File: src/rtl/alu_pkg.sv
// Shared types for the ALU share arbiter: ALU control codes, arbiter FSM states.
// Latency: n/a (types and helpers only).
// Backpressure: n/a.
package alu_pkg;

  localparam int ALU_CTRL_W = 4;

  typedef enum logic [ALU_CTRL_W-1:0] {
    ALU_ADD      = 4'b0000,
    ALU_SLL      = 4'b0001,
    ALU_SLT      = 4'b0010,
    ALU_SLTU     = 4'b0011,
    ALU_XOR      = 4'b0100,
    ALU_SRL      = 4'b0101,
    ALU_OR       = 4'b0110,
    ALU_AND      = 4'b0111,
    ALU_SUB      = 4'b1000,
    ALU_BEQ      = 4'b1001,
    ALU_BNE      = 4'b1010,
    ALU_BLT      = 4'b1011,
    ALU_BGE      = 4'b1100,
    ALU_SRA      = 4'b1101,
    ALU_RESERVED = 4'b1110,
    ALU_BGEU     = 4'b1111
  } alu_ctrl_e;

  typedef enum logic [1:0] {
    IDLE = 2'd0,
    EXEC = 2'd1,
    RESP = 2'd2
  } arb_state_e;

  // The reserved code never reaches the ALU; it is answered with an error.
  function automatic logic is_reserved(input logic [ALU_CTRL_W-1:0] ctrl);
    return ctrl == ALU_RESERVED;
  endfunction

endpackage

File: src/rtl/alu_share_arbiter_if.sv
// Bundle of both requester channels, both response channels and the ALU port.
// Latency: n/a (wiring only).
// Backpressure: valid/ready per channel; slave = arbiter side, master = requesters + ALU.
interface alu_share_arbiter_if #(
  parameter int XLEN = 32
);
  import alu_pkg::*;

  // requester 0 (main pipeline)
  logic                  i_req0_valid;
  logic                  o_req0_ready;
  logic [ALU_CTRL_W-1:0] i_req0_ctrl;
  logic [XLEN-1:0]       i_req0_a;
  logic [XLEN-1:0]       i_req0_b;
  logic                  o_resp0_valid;
  logic                  i_resp0_ready;
  logic [XLEN-1:0]       o_resp0_data;
  logic                  o_resp0_err;
  // requester 1 (branch/address unit)
  logic                  i_req1_valid;
  logic                  o_req1_ready;
  logic [ALU_CTRL_W-1:0] i_req1_ctrl;
  logic [XLEN-1:0]       i_req1_a;
  logic [XLEN-1:0]       i_req1_b;
  logic                  o_resp1_valid;
  logic                  i_resp1_ready;
  logic [XLEN-1:0]       o_resp1_data;
  logic                  o_resp1_err;
  // external combinational ALU
  logic [ALU_CTRL_W-1:0] o_alu_ctrl;
  logic [XLEN-1:0]       o_alu_a;
  logic [XLEN-1:0]       o_alu_b;
  logic                  o_alu_valid;
  logic [XLEN-1:0]       i_alu_result;

  modport slave (
    input  i_req0_valid, i_req0_ctrl, i_req0_a, i_req0_b, i_resp0_ready,
    output o_req0_ready, o_resp0_valid, o_resp0_data, o_resp0_err,
    input  i_req1_valid, i_req1_ctrl, i_req1_a, i_req1_b, i_resp1_ready,
    output o_req1_ready, o_resp1_valid, o_resp1_data, o_resp1_err,
    output o_alu_ctrl, o_alu_a, o_alu_b, o_alu_valid,
    input  i_alu_result
  );

  modport master (
    output i_req0_valid, i_req0_ctrl, i_req0_a, i_req0_b, i_resp0_ready,
    input  o_req0_ready, o_resp0_valid, o_resp0_data, o_resp0_err,
    output i_req1_valid, i_req1_ctrl, i_req1_a, i_req1_b, i_resp1_ready,
    input  o_req1_ready, o_resp1_valid, o_resp1_data, o_resp1_err,
    input  o_alu_ctrl, o_alu_a, o_alu_b, o_alu_valid,
    output i_alu_result
  );

endinterface

File: src/rtl/rr_arbiter2.sv
// Two-way round-robin grant: favoured requester first, else the other one.
// Latency: grant is combinational from req; pointer updates on the advance edge.
// Backpressure: none; caller qualifies grant and pulses advance on acceptance.
// Ports: i_clk/i_rst_n, req[1:0] valids, advance (grant accepted), gnt[1:0] one-hot.
module rr_arbiter2 #(
  parameter bit RR_INIT = 1'b0
) (
  input  logic       i_clk,
  input  logic       i_rst_n,
  input  logic [1:0] req,
  input  logic       advance,
  output logic [1:0] gnt
);

  logic ptr;  // index of the favoured requester

  always_comb begin
    gnt = 2'b00;
    if (req[ptr])       gnt[ptr]  = 1'b1;
    else if (req[~ptr]) gnt[~ptr] = 1'b1;
  end

  // After a grant the peer of the winner becomes favoured.
  always_ff @(posedge i_clk or negedge i_rst_n) begin
    if (!i_rst_n)     ptr <= RR_INIT;
    else if (advance) ptr <= gnt[0];
  end

endmodule

File: src/rtl/alu_share_arbiter.sv
// Shares one external combinational ALU between two requesters with RR fairness.
// Latency: accept at T -> response valid at T+2 (T+1 for the reserved code); 1 op per 3 cycles.
// Backpressure: response held until consumed; no new grant while a response is pending.
// Ports: i_clk, i_rst_n (async active-low), bus = requester/response/ALU channels (slave modport).
module alu_share_arbiter
  import alu_pkg::*;
#(
  parameter int XLEN    = 32,
  parameter bit RR_INIT = 1'b0
) (
  input  logic               i_clk,
  input  logic               i_rst_n,
  alu_share_arbiter_if.slave bus
);

  arb_state_e            state, state_nxt;
  logic [1:0]            gnt;
  logic                  hs;
  logic                  resp_hs;
  logic [ALU_CTRL_W-1:0] sel_ctrl;
  logic [XLEN-1:0]       sel_a, sel_b;
  logic [ALU_CTRL_W-1:0] lat_ctrl;
  logic [XLEN-1:0]       lat_a, lat_b;
  logic                  owner;
  logic [XLEN-1:0]       resp_data;
  logic                  resp_err;

  rr_arbiter2 #(.RR_INIT(RR_INIT)) u_rr (
    .i_clk   (i_clk),
    .i_rst_n (i_rst_n),
    .req     ({bus.i_req1_valid, bus.i_req0_valid}),
    .advance (hs),
    .gnt     (gnt)
  );

  // The arbiter only ever accepts in IDLE; its grant is the request handshake.
  assign hs       = (state == IDLE) && (gnt != 2'b00);
  assign sel_ctrl = gnt[1] ? bus.i_req1_ctrl : bus.i_req0_ctrl;
  assign sel_a    = gnt[1] ? bus.i_req1_a    : bus.i_req0_a;
  assign sel_b    = gnt[1] ? bus.i_req1_b    : bus.i_req0_b;
  // Only the owner's resp_ready matters; the other one is ignored.
  assign resp_hs  = (state == RESP) && (owner ? bus.i_resp1_ready : bus.i_resp0_ready);

  // State register
  always_ff @(posedge i_clk or negedge i_rst_n) begin
    if (!i_rst_n) state <= IDLE;
    else          state <= state_nxt;
  end

  // Next-state logic
  always_comb begin
    state_nxt = state;
    case (state)
      IDLE:    if (hs) state_nxt = is_reserved(sel_ctrl) ? RESP : EXEC;
      EXEC:    state_nxt = RESP;
      RESP:    if (resp_hs) state_nxt = IDLE;
      default: state_nxt = IDLE;
    endcase
  end

  // Operand/owner capture on accept; result capture in EXEC.
  always_ff @(posedge i_clk or negedge i_rst_n) begin
    if (!i_rst_n) begin
      lat_ctrl  <= '0;
      lat_a     <= '0;
      lat_b     <= '0;
      owner     <= 1'b0;
      resp_data <= '0;
      resp_err  <= 1'b0;
    end else if (hs) begin
      lat_ctrl <= sel_ctrl;
      lat_a    <= sel_a;
      lat_b    <= sel_b;
      owner    <= gnt[1];
      if (is_reserved(sel_ctrl)) begin
        resp_data <= '0;
        resp_err  <= 1'b1;
      end
    end else if (state == EXEC) begin
      resp_data <= bus.i_alu_result;
      resp_err  <= 1'b0;
    end
  end

  // Outputs. Ready is gated by reset so nothing is accepted while reset is held.
  // ALU inputs are zeroed outside EXEC so the ALU sees no toggling.
  always_comb begin
    bus.o_req0_ready  = i_rst_n && (state == IDLE) && gnt[0];
    bus.o_req1_ready  = i_rst_n && (state == IDLE) && gnt[1];
    bus.o_alu_valid   = 1'b0;
    bus.o_alu_ctrl    = '0;
    bus.o_alu_a       = '0;
    bus.o_alu_b       = '0;
    bus.o_resp0_valid = 1'b0;
    bus.o_resp0_data  = '0;
    bus.o_resp0_err   = 1'b0;
    bus.o_resp1_valid = 1'b0;
    bus.o_resp1_data  = '0;
    bus.o_resp1_err   = 1'b0;
    if (state == EXEC) begin
      bus.o_alu_valid = 1'b1;
      bus.o_alu_ctrl  = lat_ctrl;
      bus.o_alu_a     = lat_a;
      bus.o_alu_b     = lat_b;
    end
    if (state == RESP) begin
      if (owner) begin
        bus.o_resp1_valid = 1'b1;
        bus.o_resp1_data  = resp_data;
        bus.o_resp1_err   = resp_err;
      end else begin
        bus.o_resp0_valid = 1'b1;
        bus.o_resp0_data  = resp_data;
        bus.o_resp0_err   = resp_err;
      end
    end
  end

endmodule

File: src/flat_wrapper.sv
// flat-port wrapper written by rule: the top's interface ports become plain ports
module alu_share_arbiter_flat import alu_pkg::*;
#(
  parameter int XLEN    = 32,
  parameter bit RR_INIT = 1'b0
)
  (i_clk, i_rst_n, bus_i_req0_valid, bus_i_req0_ctrl, bus_i_req0_a, bus_i_req0_b, bus_i_resp0_ready, bus_o_req0_ready, bus_o_resp0_valid, bus_o_resp0_data, bus_o_resp0_err, bus_i_req1_valid, bus_i_req1_ctrl, bus_i_req1_a, bus_i_req1_b, bus_i_resp1_ready, bus_o_req1_ready, bus_o_resp1_valid, bus_o_resp1_data, bus_o_resp1_err, bus_o_alu_ctrl, bus_o_alu_a, bus_o_alu_b, bus_o_alu_valid, bus_i_alu_result);
  alu_share_arbiter_if #(.XLEN(XLEN)) bus_i ();
  input  logic i_clk;
  input  logic i_rst_n;
  input wire logic [$bits(bus_i.i_req0_valid)-1:0] bus_i_req0_valid;
  input wire logic [$bits(bus_i.i_req0_ctrl)-1:0] bus_i_req0_ctrl;
  input wire logic [$bits(bus_i.i_req0_a)-1:0] bus_i_req0_a;
  input wire logic [$bits(bus_i.i_req0_b)-1:0] bus_i_req0_b;
  input wire logic [$bits(bus_i.i_resp0_ready)-1:0] bus_i_resp0_ready;
  output wire logic [$bits(bus_i.o_req0_ready)-1:0] bus_o_req0_ready;
  output wire logic [$bits(bus_i.o_resp0_valid)-1:0] bus_o_resp0_valid;
  output wire logic [$bits(bus_i.o_resp0_data)-1:0] bus_o_resp0_data;
  output wire logic [$bits(bus_i.o_resp0_err)-1:0] bus_o_resp0_err;
  input wire logic [$bits(bus_i.i_req1_valid)-1:0] bus_i_req1_valid;
  input wire logic [$bits(bus_i.i_req1_ctrl)-1:0] bus_i_req1_ctrl;
  input wire logic [$bits(bus_i.i_req1_a)-1:0] bus_i_req1_a;
  input wire logic [$bits(bus_i.i_req1_b)-1:0] bus_i_req1_b;
  input wire logic [$bits(bus_i.i_resp1_ready)-1:0] bus_i_resp1_ready;
  output wire logic [$bits(bus_i.o_req1_ready)-1:0] bus_o_req1_ready;
  output wire logic [$bits(bus_i.o_resp1_valid)-1:0] bus_o_resp1_valid;
  output wire logic [$bits(bus_i.o_resp1_data)-1:0] bus_o_resp1_data;
  output wire logic [$bits(bus_i.o_resp1_err)-1:0] bus_o_resp1_err;
  output wire logic [$bits(bus_i.o_alu_ctrl)-1:0] bus_o_alu_ctrl;
  output wire logic [$bits(bus_i.o_alu_a)-1:0] bus_o_alu_a;
  output wire logic [$bits(bus_i.o_alu_b)-1:0] bus_o_alu_b;
  output wire logic [$bits(bus_i.o_alu_valid)-1:0] bus_o_alu_valid;
  input wire logic [$bits(bus_i.i_alu_result)-1:0] bus_i_alu_result;
  assign bus_i.i_req0_valid = bus_i_req0_valid;
  assign bus_i.i_req0_ctrl = bus_i_req0_ctrl;
  assign bus_i.i_req0_a = bus_i_req0_a;
  assign bus_i.i_req0_b = bus_i_req0_b;
  assign bus_i.i_resp0_ready = bus_i_resp0_ready;
  assign bus_o_req0_ready = bus_i.o_req0_ready;
  assign bus_o_resp0_valid = bus_i.o_resp0_valid;
  assign bus_o_resp0_data = bus_i.o_resp0_data;
  assign bus_o_resp0_err = bus_i.o_resp0_err;
  assign bus_i.i_req1_valid = bus_i_req1_valid;
  assign bus_i.i_req1_ctrl = bus_i_req1_ctrl;
  assign bus_i.i_req1_a = bus_i_req1_a;
  assign bus_i.i_req1_b = bus_i_req1_b;
  assign bus_i.i_resp1_ready = bus_i_resp1_ready;
  assign bus_o_req1_ready = bus_i.o_req1_ready;
  assign bus_o_resp1_valid = bus_i.o_resp1_valid;
  assign bus_o_resp1_data = bus_i.o_resp1_data;
  assign bus_o_resp1_err = bus_i.o_resp1_err;
  assign bus_o_alu_ctrl = bus_i.o_alu_ctrl;
  assign bus_o_alu_a = bus_i.o_alu_a;
  assign bus_o_alu_b = bus_i.o_alu_b;
  assign bus_o_alu_valid = bus_i.o_alu_valid;
  assign bus_i.i_alu_result = bus_i_alu_result;
  alu_share_arbiter #(.XLEN(XLEN), .RR_INIT(RR_INIT)) u_core (.i_clk(i_clk), .i_rst_n(i_rst_n), .bus(bus_i));
endmodule
File: config.mk
export PLATFORM = sky130hd
export DESIGN_NAME = alu_share_arbiter_flat
export DESIGN_NICKNAME = d
export VERILOG_FILES = /design/src/rtl/alu_pkg.sv /design/src/rtl/alu_share_arbiter_if.sv /design/src/rtl/rr_arbiter2.sv /design/src/rtl/alu_share_arbiter.sv /design/src/flat_wrapper.sv
export SDC_FILE = /design/constraint.sdc
export NUM_CORES = 1
export LEC_CHECK = 0
export CAP_MARGIN = 10
export CORE_ASPECT_RATIO = 1.4
export CORE_MARGIN = 8
export CORE_UTILIZATION = 40
export DETAILED_ROUTE_END_ITERATION = 8
export PLACE_DENSITY = 0.81
export RECOVER_POWER = 50
export SYNTH_ARGS = -nofsm -noshare
export SYNTH_HDL_FRONTEND = slang
export SYNTH_SLANG_ARGS = --single-unit
File: constraint.sdc
create_clock -name i_clk -period 2 [get_ports i_clk]
set_clock_uncertainty 0.05 [all_clocks]
set_input_delay 0.4 -clock i_clk [delete_from_list [all_inputs] [get_ports i_clk]]
set_output_delay 0.4 -clock i_clk [all_outputs]
set_load 0.02 [all_outputs]
==> reports/results.ini <==
[worst_setup_path]
critPathCaptureType = primary output
r2r-start = u_core.state[1]
worstReg2RegEnd = u_core.resp_data[4]
timing_worst_setup_path_type = reg -> out
reg2regPathDepth = 7
critPathArrivalTime_ns = 1.69
ff2ff_setup_slack_ns = 0.19
start_kind = flop
worstPathMaxFanout = 17
critPathRequiredTime_ns = 1.55

[timing]
hold_viol_final = 0
slew_headroom_pct = 2.91
finalSetupViolCount = 80
fmax_mhz = 467
rsz0062_at_grt = true
fin_ws_ns = -0.144
hold_ws_ns = 0.421
min_period_ns = 2.14
final-max-slew-violation-count = 0
min_period_over_period_pct = 107
worstMarginPinSlew_ns = 1.46
setup_tns_ns = -6.65

[final_layout]
finalInstanceArea_um2 = 9320
stdcell_count = 1121
drive_above_1_share_pct = 24.4
fillCellCount = 1198
fin_nets = 1102
n_antenna_cell = 0
synthToLayoutAreaGrowth_pct = 62.6

[global_route]
gr-total-overflow = 0
grt_usage_pct = 20.3
grt_max_degree = 105
antenna_found_initial = 0
grt_pass1_vias = 5593
grt_pass1_wl_um = 29000

[pwr]
seq_power_share_pct = 31.1
total_power_w = 0.0120
p_per_area_nw_per_um2 = 1290
switchingPower_w = 0.00479
power_leakage_nw = 4.58
clkPwrFrac_pct = 16.2
intPower_w = 0.00722
pwr-share-comb_pct = 52.7
ir_worst_vdd_mv = 0.576
swShare_pct = 39.9

[yosys]
syn_nets = 795
ys_seq_area_share_pct = 45.9
post_synth_inst_count = 621
ys_types = 30
netlist_area_um2 = 5730
yosysWarningCount = 0
avgSynthCellArea_um2 = 9.23
ys_ff_latch = 105

[flow_run]
cap_violations = 0

[place]
portBuffers = 312
gp_congestion = 0.773
placed_area_um2 = 9180
dp_hpwl_um = 14700
dp.cells = 1099

[clock_network]
clockBufferDepth = 2
clk_pin_slew_ns = 0.07
cts_buffers = 9
cts_tree = yes
insertion_delay_ns = 0.33
htree_num_levels = 3
cts-root-buf = clkbuf_16
numClockSinks = 105

[outcome]
status = complete, but fails checks
violations = negative setup slack

[floorplanning]
die_h_um = 158
die_area_um2 = 18500
io_pins = 313
placementRows = 52
die_x_um = 117
start_util_pct = 40.2
coreArea_um2 = 14200

[drt]
drc = 0
drt_first_pass_iters = 5
initialDrtViolationCount = 270
totalWireLength_um = 19900
vias = 5420
ant_nets = 0
viasPerCell = 4.83
wl_per_cell_um = 17.8

[min_path]
min_path_cells = 2
worstHoldEndpoint = u_core.lat_a[13]
hold_class = reg -> reg
min_from = u_core.lat_a[13]

## metrics by stage
| step | setup slack, ns | utilization (%) |
|---|---|---|
| after detailed placement | -0.320 | 64.4 |
| final | -0.144 | 65.4 |
| after global routing | -0.232 | 65.4 |
| after global placement | -0.313 | 64.4 |
| after CTS | -0.168 | 64.8 |
| after floorplan | 0.189 | - |
## placed cells by master (no fill, tap or decap), drive strengths merged
| master | netlist | final |
|---|---|---|
| bufinv | 0 | 2 |
| and2 | 102 | 102 |
| and3 | 34 | 34 |
| o21ai | 69 | 69 |
| nor2 | 5 | 5 |
| o21ba | 1 | 1 |
| and4b | 1 | 1 |
| dlymetal6s2s | 0 | 1 |
| and2b | 1 | 1 |
| mux2i | 69 | 69 |
| nand4b | 1 | 1 |
| clkdlybuf4s50 | 0 | 171 |
| a21oi | 35 | 35 |
| clkinv | 0 | 1 |
| clkdlybuf4s15 | 0 | 16 |
| buf | 24 | 151 |
| clkbuf | 29 | 20 |
| a21o | 1 | 1 |
| clkinvlp | 0 | 1 |
| a221o | 1 | 1 |
| a31oi | 2 | 2 |
| dlygate4sd3 | 0 | 1 |
| dfrtp | 105 | 105 |
| and4 | 1 | 1 |
| nor2b | 1 | 1 |
| nand2b | 2 | 2 |
| or2 | 1 | 1 |
| nand2 | 135 | 135 |
| inv | 1 | 1 |
## layer usage
metal,track usage [%],part of all wire (%),vias to the layer above
li1,-,-,2663
met1,22.6,37,2525
met2,36.3,53,195
met3,4.16,6.5,37
met4,8.69,3.4,0
met5,0,0,-
## registers in the layout, indices dropped and copies added, names as in the netlist
signal and cells:
u_core.lat_a 32, u_core.lat_b 32, u_core.lat_ctrl 4, u_core.owner 1, u_core.resp_data 32, u_core.resp_err 1, u_core.state 2, u_core.u_rr.ptr 1
## cell usage after synthesis, drive strengths merged
cell    number  area share (%)
nand4b       1            0.15
and4b        1            0.17
and4         1            0.15
a221o        1            0.17
o21ba        1            0.17
inv          1           0.065
a21oi       35             5.0
a21o         1            0.13
dfrtp      105              46
and2       102              11
nor2         5            0.46
buf         24             3.0
mux2i       69              12
nor2b        1            0.11
nand2b       2            0.22
or2          1            0.11
nand2      135             8.9
a31oi        2            0.22
o21ai       69             6.1
and2b        1            0.13
and3        34             3.7
clkbuf      29             1.9
## area by class of cell
cell class              count  area (um2)  area share [%]
clock buffers              11         253            2.71
inverters                   1        6.26          0.0672
well taps                 189         236            2.54
clock inverters             4        76.3           0.819
multi-input cells         462        2840            30.5
flip-flops and latches    105        2630            28.2
repair buffers            349        3280            35.2
## worst max-delay path, cell delays in order (launching register included)
cell,delay [ns]
dfrtp_1,0.39
buf_4,0.15
nor2b_4,0.13
and2b_4,0.21
buf_12,0.16
and2_1,0.16
buf_4,0.15
## power groups by stage
stage	clock (W)	sequential, W	combinational (W)
2_1_floorplan	0	0.00356	0.00371
3_3_place_gp	0	0.00372	0.00626
3_5_place_dp	0	0.00377	0.00638
4_1_cts	0.00199	0.00373	0.00604
5_1_grt	0.00208	0.00387	0.00691
6_report	0.00195	0.00374	0.00633
## cells by family after synthesis
group                  count (synthesis)  synth area share, %
AO/OA/AOI/OAI                        109                 11.8
buffers and inverters                 54                 5.02
flip-flops                           105                 45.9
multiplexers                          69                 12.1
AND/OR/NAND/NOR                      284                 25.2
## worst max path at each step
stage / from / end
after floorplan: u_core.state[1] / bus_o_alu_b[22]
after global placement: bus_i_req1_valid / bus_o_req0_ready
after detailed placement: bus_i_req1_valid / bus_o_req0_ready
after CTS: u_core.state[1] / bus_o_resp0_data[20]
after global routing: u_core.state[1] / bus_o_resp0_data[3]
final: u_core.state[1] / bus_o_resp0_data[17]
## repair_timing
item                                    in CTS  in global routing
endpoints found under the setup margin     138                139
setup buffers                                0                  1
resized for setup                          531                113
hold buffers                                 1                  0
cloned                                       0                  5
hold endpoints to repair                     1                  0
(Power assumes the default switching activity.)
